**src/rtl/bits_written.sv**
```systemverilog
// bits_written: output stage of a binary arithmetic encoder.
//
// Each accepted bin update shifts the low register, adds the caller's
// pre-shifted value and, once fewer than 12 bits are left, peels off a 9-bit
// lead (8 data bits plus a carry). Bytes are held back while a carry could
// still ripple into them: one buffered byte plus a count of pending 0xFF
// bytes. A non-0xFF lead resolves the carry and releases the buffered byte
// and its run. A flush resolves the final carry, releases the buffered bytes
// and then emits the remaining bits of low, MSB first, with a short final
// fragment.
//
// Ports
//   clk, rst_n            rising-edge clock, synchronous active-low reset
//   in_valid / in_ready   update request; accepted when both are high
//   shift[2:0]            renormalisation shift, 0..7
//   add_val[15:0]         value added to low after the shift
//   flush                 end-of-slice termination, sampled on accept
//   out_valid / out_ready output byte handshake
//   out_byte[7:0]         emitted bits, MSB-aligned
//   out_nbits[3:0]        number of valid bits in out_byte
//   out_last              final transfer of a flush
//   ovf_err               sticky: the 0xFF-run counter saturated
//
// Handshake: a transfer happens on a rising edge where valid && ready are both
// high. valid never depends on ready, and while valid is high and ready is low
// the payload (out_byte/out_nbits/out_last) holds its value.
module bits_written #(
  parameter int CNT_W = 16
) (
  input  logic        clk,
  input  logic        rst_n,
  input  logic        in_valid,
  output logic        in_ready,
  input  logic [2:0]  shift,
  input  logic [15:0] add_val,
  input  logic        flush,
  output logic        out_valid,
  input  logic        out_ready,
  output logic [7:0]  out_byte,
  output logic [3:0]  out_nbits,
  output logic        out_last,
  output logic        ovf_err
);

  typedef enum logic [2:0] {
    IDLE,
    EMIT_HEAD,
    EMIT_RUN,
    FLUSH_HEAD,
    FLUSH_RUN,
    FLUSH_TAIL
  } state_t;

  localparam logic [CNT_W-1:0] CNT_MAX = '1;

  state_t            state, state_d;
  logic [31:0]       low, low_d;
  logic signed [5:0] bits_left, bits_left_d;
  logic [7:0]        buf_byte, buf_byte_d;
  logic [CNT_W-1:0]  cnt, cnt_d;
  // run bytes still to be sent after the byte currently presented
  logic [CNT_W-1:0]  run_left, run_left_d;
  logic [7:0]        run_byte, run_byte_d;
  // a flush arrived together with an update that emits; run it afterwards
  logic              flush_pend, flush_pend_d;
  logic [7:0]        out_byte_d;
  logic [3:0]        out_nbits_d;
  logic              out_last_d;
  logic              ovf_err_d;

  assign in_ready  = (state == IDLE);
  assign out_valid = (state != IDLE);

  // ---------------------------------------------------------------------
  // Bin update arithmetic (applies to the registered state)
  // ---------------------------------------------------------------------
  logic [31:0]       low_t;
  logic signed [5:0] bl_t;
  logic [8:0]        lead;
  logic [31:0]       upd_low;
  logic signed [5:0] upd_bl;
  logic [7:0]        upd_buf;
  logic [CNT_W-1:0]  upd_cnt;
  logic              upd_ovf;
  logic              upd_emit;
  logic [7:0]        upd_head;
  logic [7:0]        upd_run_byte;
  logic [CNT_W-1:0]  upd_run_n;

  always_comb begin
    low_t        = (low << shift) + {16'd0, add_val};
    bl_t         = bits_left - $signed({3'b000, shift});
    // bl_t stays within 5..23, so the unsigned view is safe for shifting
    lead         = 9'(low_t >> (6'd24 - $unsigned(bl_t)));
    upd_low      = low_t;
    upd_bl       = bl_t;
    upd_buf      = buf_byte;
    upd_cnt      = cnt;
    upd_ovf      = ovf_err;
    upd_emit     = 1'b0;
    upd_head     = buf_byte + {7'd0, lead[8]};
    upd_run_byte = lead[8] ? 8'h00 : 8'hFF;
    upd_run_n    = cnt - CNT_W'(1);
    if (bl_t < 6'sd12) begin
      upd_bl  = bl_t + 6'sd8;
      upd_low = low_t & (32'hFFFF_FFFF >> ($unsigned(bl_t) + 6'd8));
      if (lead == 9'h0FF) begin
        // a 0xFF byte may still receive a carry: only count it
        if (cnt == CNT_MAX) upd_ovf = 1'b1;
        else                upd_cnt = cnt + CNT_W'(1);
      end else if (cnt == '0) begin
        upd_buf = lead[7:0];
        upd_cnt = CNT_W'(1);
      end else begin
        upd_emit = 1'b1;
        upd_buf  = lead[7:0];
        upd_cnt  = CNT_W'(1);
      end
    end
  end

  // ---------------------------------------------------------------------
  // Flush arithmetic. In IDLE it sees the state the current update is
  // about to produce; otherwise it sees the registers.
  // ---------------------------------------------------------------------
  logic [31:0]       src_low;
  logic signed [5:0] src_bl;
  logic [7:0]        src_buf;
  logic [CNT_W-1:0]  src_cnt;
  logic [5:0]        fl_pos;
  logic              fl_carry;
  logic [31:0]       fl_low;
  logic [7:0]        fl_head;
  logic [7:0]        fl_run_byte;
  logic [5:0]        tail_n;
  logic [11:0]       tail_val;
  logic [7:0]        t1_byte;
  logic [3:0]        t1_nbits;
  logic              t1_last;
  logic [7:0]        t2_byte;
  logic [3:0]        t2_nbits;

  always_comb begin
    src_low     = in_ready ? upd_low : low;
    src_bl      = in_ready ? upd_bl  : bits_left;
    src_buf     = in_ready ? upd_buf : buf_byte;
    src_cnt     = in_ready ? upd_cnt : cnt;
    fl_pos      = 6'd32 - $unsigned(src_bl);
    fl_carry    = (src_low >> fl_pos) != 32'd0;
    fl_low      = fl_carry ? (src_low - (32'd1 << fl_pos)) : src_low;
    fl_head     = src_buf + {7'd0, fl_carry};
    fl_run_byte = fl_carry ? 8'h00 : 8'hFF;
    // remaining payload: tail_n (1..12) bits of low>>8; the carry bit sits
    // above them, so the subtraction above never changes these bits
    tail_n      = 6'd24 - $unsigned(src_bl);
    tail_val    = 12'(src_low >> 8) & (12'hFFF >> (6'd12 - tail_n));
    if (tail_n > 6'd8) begin
      t1_byte  = 8'(tail_val >> (tail_n - 6'd8));
      t1_nbits = 4'd8;
      t1_last  = 1'b0;
    end else begin
      t1_byte  = 8'(tail_val << (6'd8 - tail_n));
      t1_nbits = tail_n[3:0];
      t1_last  = 1'b1;
    end
    // second fragment: low (tail_n-8) bits, MSB-aligned
    t2_byte  = 8'(tail_val << (6'd16 - tail_n));
    t2_nbits = 4'(tail_n - 6'd8);
  end

  // ---------------------------------------------------------------------
  // Next-state and datapath
  // ---------------------------------------------------------------------
  logic enter_flush;
  logic load_tail;
  logic go_idle;

  always_comb begin
    state_d      = state;
    low_d        = low;
    bits_left_d  = bits_left;
    buf_byte_d   = buf_byte;
    cnt_d        = cnt;
    run_left_d   = run_left;
    run_byte_d   = run_byte;
    flush_pend_d = flush_pend;
    out_byte_d   = out_byte;
    out_nbits_d  = out_nbits;
    out_last_d   = out_last;
    ovf_err_d    = ovf_err;
    enter_flush  = 1'b0;
    load_tail    = 1'b0;
    go_idle      = 1'b0;

    case (state)
      IDLE: begin
        if (in_valid) begin
          low_d       = upd_low;
          bits_left_d = upd_bl;
          buf_byte_d  = upd_buf;
          cnt_d       = upd_cnt;
          ovf_err_d   = upd_ovf;
          if (upd_emit) begin
            state_d      = EMIT_HEAD;
            out_byte_d   = upd_head;
            out_nbits_d  = 4'd8;
            out_last_d   = 1'b0;
            run_left_d   = upd_run_n;
            run_byte_d   = upd_run_byte;
            flush_pend_d = flush;
          end else if (flush) begin
            enter_flush = 1'b1;
          end
        end
      end
      EMIT_HEAD, EMIT_RUN: begin
        if (out_ready) begin
          if (run_left != '0) begin
            state_d    = EMIT_RUN;
            out_byte_d = run_byte;
            run_left_d = run_left - CNT_W'(1);
          end else if (flush_pend) begin
            enter_flush = 1'b1;
          end else begin
            go_idle = 1'b1;
          end
        end
      end
      FLUSH_HEAD, FLUSH_RUN: begin
        if (out_ready) begin
          if (run_left != '0) begin
            state_d    = FLUSH_RUN;
            out_byte_d = run_byte;
            run_left_d = run_left - CNT_W'(1);
          end else begin
            load_tail = 1'b1;
          end
        end
      end
      FLUSH_TAIL: begin
        if (out_ready) begin
          if (out_last) begin
            // slice finished: back to the initial coder state; the
            // overflow flag stays sticky until rst_n
            go_idle      = 1'b1;
            low_d        = 32'd0;
            bits_left_d  = 6'sd23;
            buf_byte_d   = 8'hFF;
            cnt_d        = '0;
            run_left_d   = '0;
            run_byte_d   = 8'h00;
            flush_pend_d = 1'b0;
          end else begin
            out_byte_d  = t2_byte;
            out_nbits_d = t2_nbits;
            out_last_d  = 1'b1;
          end
        end
      end
      default: state_d = IDLE;
    endcase

    if (enter_flush) begin
      flush_pend_d = 1'b0;
      low_d        = fl_low;
      if (src_cnt != '0) begin
        state_d     = FLUSH_HEAD;
        out_byte_d  = fl_head;
        out_nbits_d = 4'd8;
        out_last_d  = 1'b0;
        run_left_d  = src_cnt - CNT_W'(1);
        run_byte_d  = fl_run_byte;
      end else begin
        load_tail = 1'b1;
      end
    end

    if (load_tail) begin
      state_d     = FLUSH_TAIL;
      out_byte_d  = t1_byte;
      out_nbits_d = t1_nbits;
      out_last_d  = t1_last;
    end

    if (go_idle) begin
      state_d     = IDLE;
      out_byte_d  = 8'h00;
      out_nbits_d = 4'd0;
      out_last_d  = 1'b0;
    end
  end

  always_ff @(posedge clk) begin
    if (!rst_n) state <= IDLE;
    else        state <= state_d;
  end

  always_ff @(posedge clk) begin
    if (!rst_n) begin
      low        <= 32'd0;
      bits_left  <= 6'sd23;
      buf_byte   <= 8'hFF;
      cnt        <= '0;
      run_left   <= '0;
      run_byte   <= 8'h00;
      flush_pend <= 1'b0;
      out_byte   <= 8'h00;
      out_nbits  <= 4'd0;
      out_last   <= 1'b0;
      ovf_err    <= 1'b0;
    end else begin
      low        <= low_d;
      bits_left  <= bits_left_d;
      buf_byte   <= buf_byte_d;
      cnt        <= cnt_d;
      run_left   <= run_left_d;
      run_byte   <= run_byte_d;
      flush_pend <= flush_pend_d;
      out_byte   <= out_byte_d;
      out_nbits  <= out_nbits_d;
      out_last   <= out_last_d;
      ovf_err    <= ovf_err_d;
    end
  end

endmodule

```
**config.mk**
```make
export PLATFORM = sky130hd
export DESIGN_NAME = bits_written
export DESIGN_NICKNAME = d
export VERILOG_FILES = /design/src/rtl/bits_written.sv
export SDC_FILE = /design/constraint.sdc
export NUM_CORES = 1
export LEC_CHECK = 0
export ABC_AREA = 1
export CORE_UTILIZATION = 51
export DETAILED_ROUTE_END_ITERATION = 10
export HOLD_SLACK_MARGIN = 0.1
export PLACE_DENSITY = 0.66
export SYNTH_ARGS = -nofsm -noshare
export SYNTH_HDL_FRONTEND = slang
export SYNTH_SLANG_ARGS = --single-unit
export TNS_END_PERCENT = 100
```
**constraint.sdc**
```tcl
create_clock -name clk -period 11.3 [get_ports clk]
set_input_delay 2.825 -clock clk [delete_from_list [all_inputs] [get_ports clk]]
set_output_delay 2.825 -clock clk [all_outputs]
set_load 0.03 [all_outputs]
```
==> summary.txt <==
STA
  • Max_slew headroom: between 10% and 20%
  • Unrepaired setup endpoints after global routing: no
  • Hold Violations, Final: 0
  • Fmax: about 0.096 GHz
  • Tcrit/Tclk final: 91.8%
  • TNS Setup: 0 ns
  • Clock Skew: 0.0169 ns
  • Max-slew violations: 0
  • Final Critical Period: 10.38 ns
  • Setup-failing EPs final: 0
  • Worst slew pin tran: ~1.2 ns

Clock network
  • CTS max path bufs: 2
  • CTS clk-pin slew, worst paths: 0.07 ns
  • Total CTS buffers: 9
  • Post-CTS Resized: 0
  • Worst skew pair latency: 0.38 ns
  • CTS Hold Bufs: 0
  • Setup Fix Bufs, Post-CTS: 0
  • H-tree depth: 3
  • CTS root buf: clkbuf_16
  • Clock Sinks: 104
  • CTS tree: built

Routing
  • Drc violations: 0
  • Post-DRT Antenna Nets: 0
  • Vias/cell: approximately 6
  • Routed wire length: 67.3 mm
  • DR pass1 iterations: 8
  • Vias: 21,600
  • DRT iter0 DRCs: 2,871
  • Avg WL per Cell: 18.8 um

Synthesis
  • Top-count cell post-synth: nand2_1
  • Avg Synthesized Cell Area: 5.36 sq um
  • Yosys top cell area share: 21.8%
  • Synth area leaders: nand2_1 (22%), dfxtp_1 (12%), nand3_1 (11%), o21ai_0 (8.3%), inv_1 (6.8%)
  • Yosys top cell by area: nand2_1
  • Syn Inst Count: approximately 3,200
  • Ys Warns: 0
  • Ys flop type: dfxtp_1
  • Post-synth EDFFs: 0
  • Yosys cell types: 63
  • Sequential fraction of the synthesis area: 12.2%
  • Synth top cells by count: nand2_1 (996), nand3_1 (388), inv_1 (312)
  • Synthesized net count: 3,297
  • Async SR Flop Fraction: 0%
  • Cell area after synthesis: 17,100 sq um
  • #FFs+latches synth: 104

Setup path
  • Top delay family on crit path: compound AO/OA/AOI/OAI gates
  • Crit path from: shift[1]
  • Slowest stage delay, CP: 0.48 ns
  • Crit Path Max Fanout: 38
  • CP max-delay cell: inv_2
  • CP Launch Type: input pin
  • Worst Path Required: 11.60 ns
  • Crit path depth: 40
  • Reg2reg path depth: 37
  • Critical path class: input pin to flop
  • Buffers & Inverters on Critical Path: 11
  • Critical register-to-register path startpoint: state[1]
  • Worst EP arrival: around 11 ns
  • Worst Setup End Kind: flop

Finish
  • Final nets: around 3,200
  • Layout cells sized above 1: 4.35%
  • Fin area: 17,900 sq um
  • Area Overhead vs Synth: 4.72%

Run status
  • Status: finished, final reports clean

Worst hold path
  • HP Class: flop to flop
  • Hold depth: 2
  • Hold_sp: ovf_err

Global route
  • Vias in the first global route: 18,900
  • First-pass GRT wire length: 104 mm
  • Tot GR Track Use: between 30 and 40%
  • Grt total ovfl: 0
  • Routing usage on met3: under 10%
  • Gr busiest metal: met2
  • Initial antenna violation count: 2
  • Met2 global-route usage: 60.0%
  • Pin count of the biggest net entering global routing: 70
  • GR met1 Demand/Resource: 55.4%

Floorplanning
  • Die width: 185 um
  • Initial Utilization: ~52%
  • Die height: 185 um
  • Top Ports: 40
  • FP Rows: 66
  • Total Die Area: roughly 34,000 sq um
  • Core area: approximately 33,000 sq um

Placement
  • Post-DP Area: between 15,000 and 20,000 sq um
  • Routability-driven placement congestion ratio: ~1.0
  • Final HPWL DP: 52.3 mm
  • I/O Buffers: 39

Job
  • Max cap viols: 0
[worst paths after layout]
path,to,slack [ns]
worst max-delay path,low[31],0.92
worst min-delay path,ovf_err,0.46
worst max register to register,low[31],2.89
worst min register to register,ovf_err,0.46
[registers in the layout, indices dropped and copies added (netlist names)]
signal / flops
run_left: 16
buf_byte: 8
ovf_err: 1
state: 3
run_byte: 8
out_nbits: 4
cnt: 16
out_last: 1
flush_pend: 1
out_byte: 8
low: 32
bits_left: 6
[area by class of cell]
| type | instances | area [sq um] |
|---|---|---|
| Fill cell | 3587 | 14900 |
| Multi-Input combinational cell | 2605 | 13100 |
| Sequential cell | 104 | 2080 |
| Inverter | 332 | 1250 |
| Timing Repair Buffer | 71 | 631 |
| Tap cell | 442 | 553 |
| Clock buffer | 9 | 225 |
| Clock inverter | 7 | 55.1 |
| Antenna cell | 1 | 2.50 |
[kinds of logic (layout without fill, tap and decap cells)]
kind of cell,Yosys count,in the layout,synth area share (%)
buf+inv,486,419,11.3
mux,12,12,0.709
other cells,0,1,0
flops,104,104,12.2
compound gates,637,637,20.9
fa+ha+maj,78,78,5.83
simple gates,1796,1796,44.8
xor+xnor,82,82,4.24
[per-layer routing]
metal | wire [um] | vias to the layer above
met3 | 6260 | 131
met2 | 28600 | 1148
met4 | 2000 | 2
met5 | 13 | -
met1 | 30400 | 9857
li1 | - | 10400
[worst min-delay path: stages (launching register included)]
cell     delay [ns]
dfxtp_1        0.31
inv_1          0.05
a21oi_1        0.05
[through the flow]
| step | hold WS, ns | std cells | utilization (%) | setup slack, ns |
|---|---|---|---|---|
| after floorplan | 0.455 | 3195 | - | 1.31 |
| after global placement | 0.438 | 3554 | 53.8 | 1.01 |
| after detailed placement | 0.456 | 3554 | 53.8 | 0.760 |
| after CTS | 0.466 | 3570 | 54.7 | 1.12 |
| after global routing | 0.485 | 3570 | 54.7 | 0.194 |
| final | 0.461 | 3571 | 54.7 | 0.924 |
[cell usage in the layout, fill, tap and decap left out, types with 16 or more instances in the layout]
master           instances
nand2_2                 16
clkdlybuf4s50_1         39
a211oi_1                16
ha_1                    75
nand3_1                388
buf_4                   32
nand4_1                 54
o211ai_1                49
nor3_1                  36
nand2_1                996
a21oi_1                183
o21ai_0                283
dfxtp_1                104
nor2_1                 243
xor2_1                  57
o21ai_1                 23
xnor2_1                 23
inv_1                  311
or2_2                   21
Power is left out: the tool's default activity adds up to more than one toggle a clock period on the data nets, which glitch-free logic cannot reach.
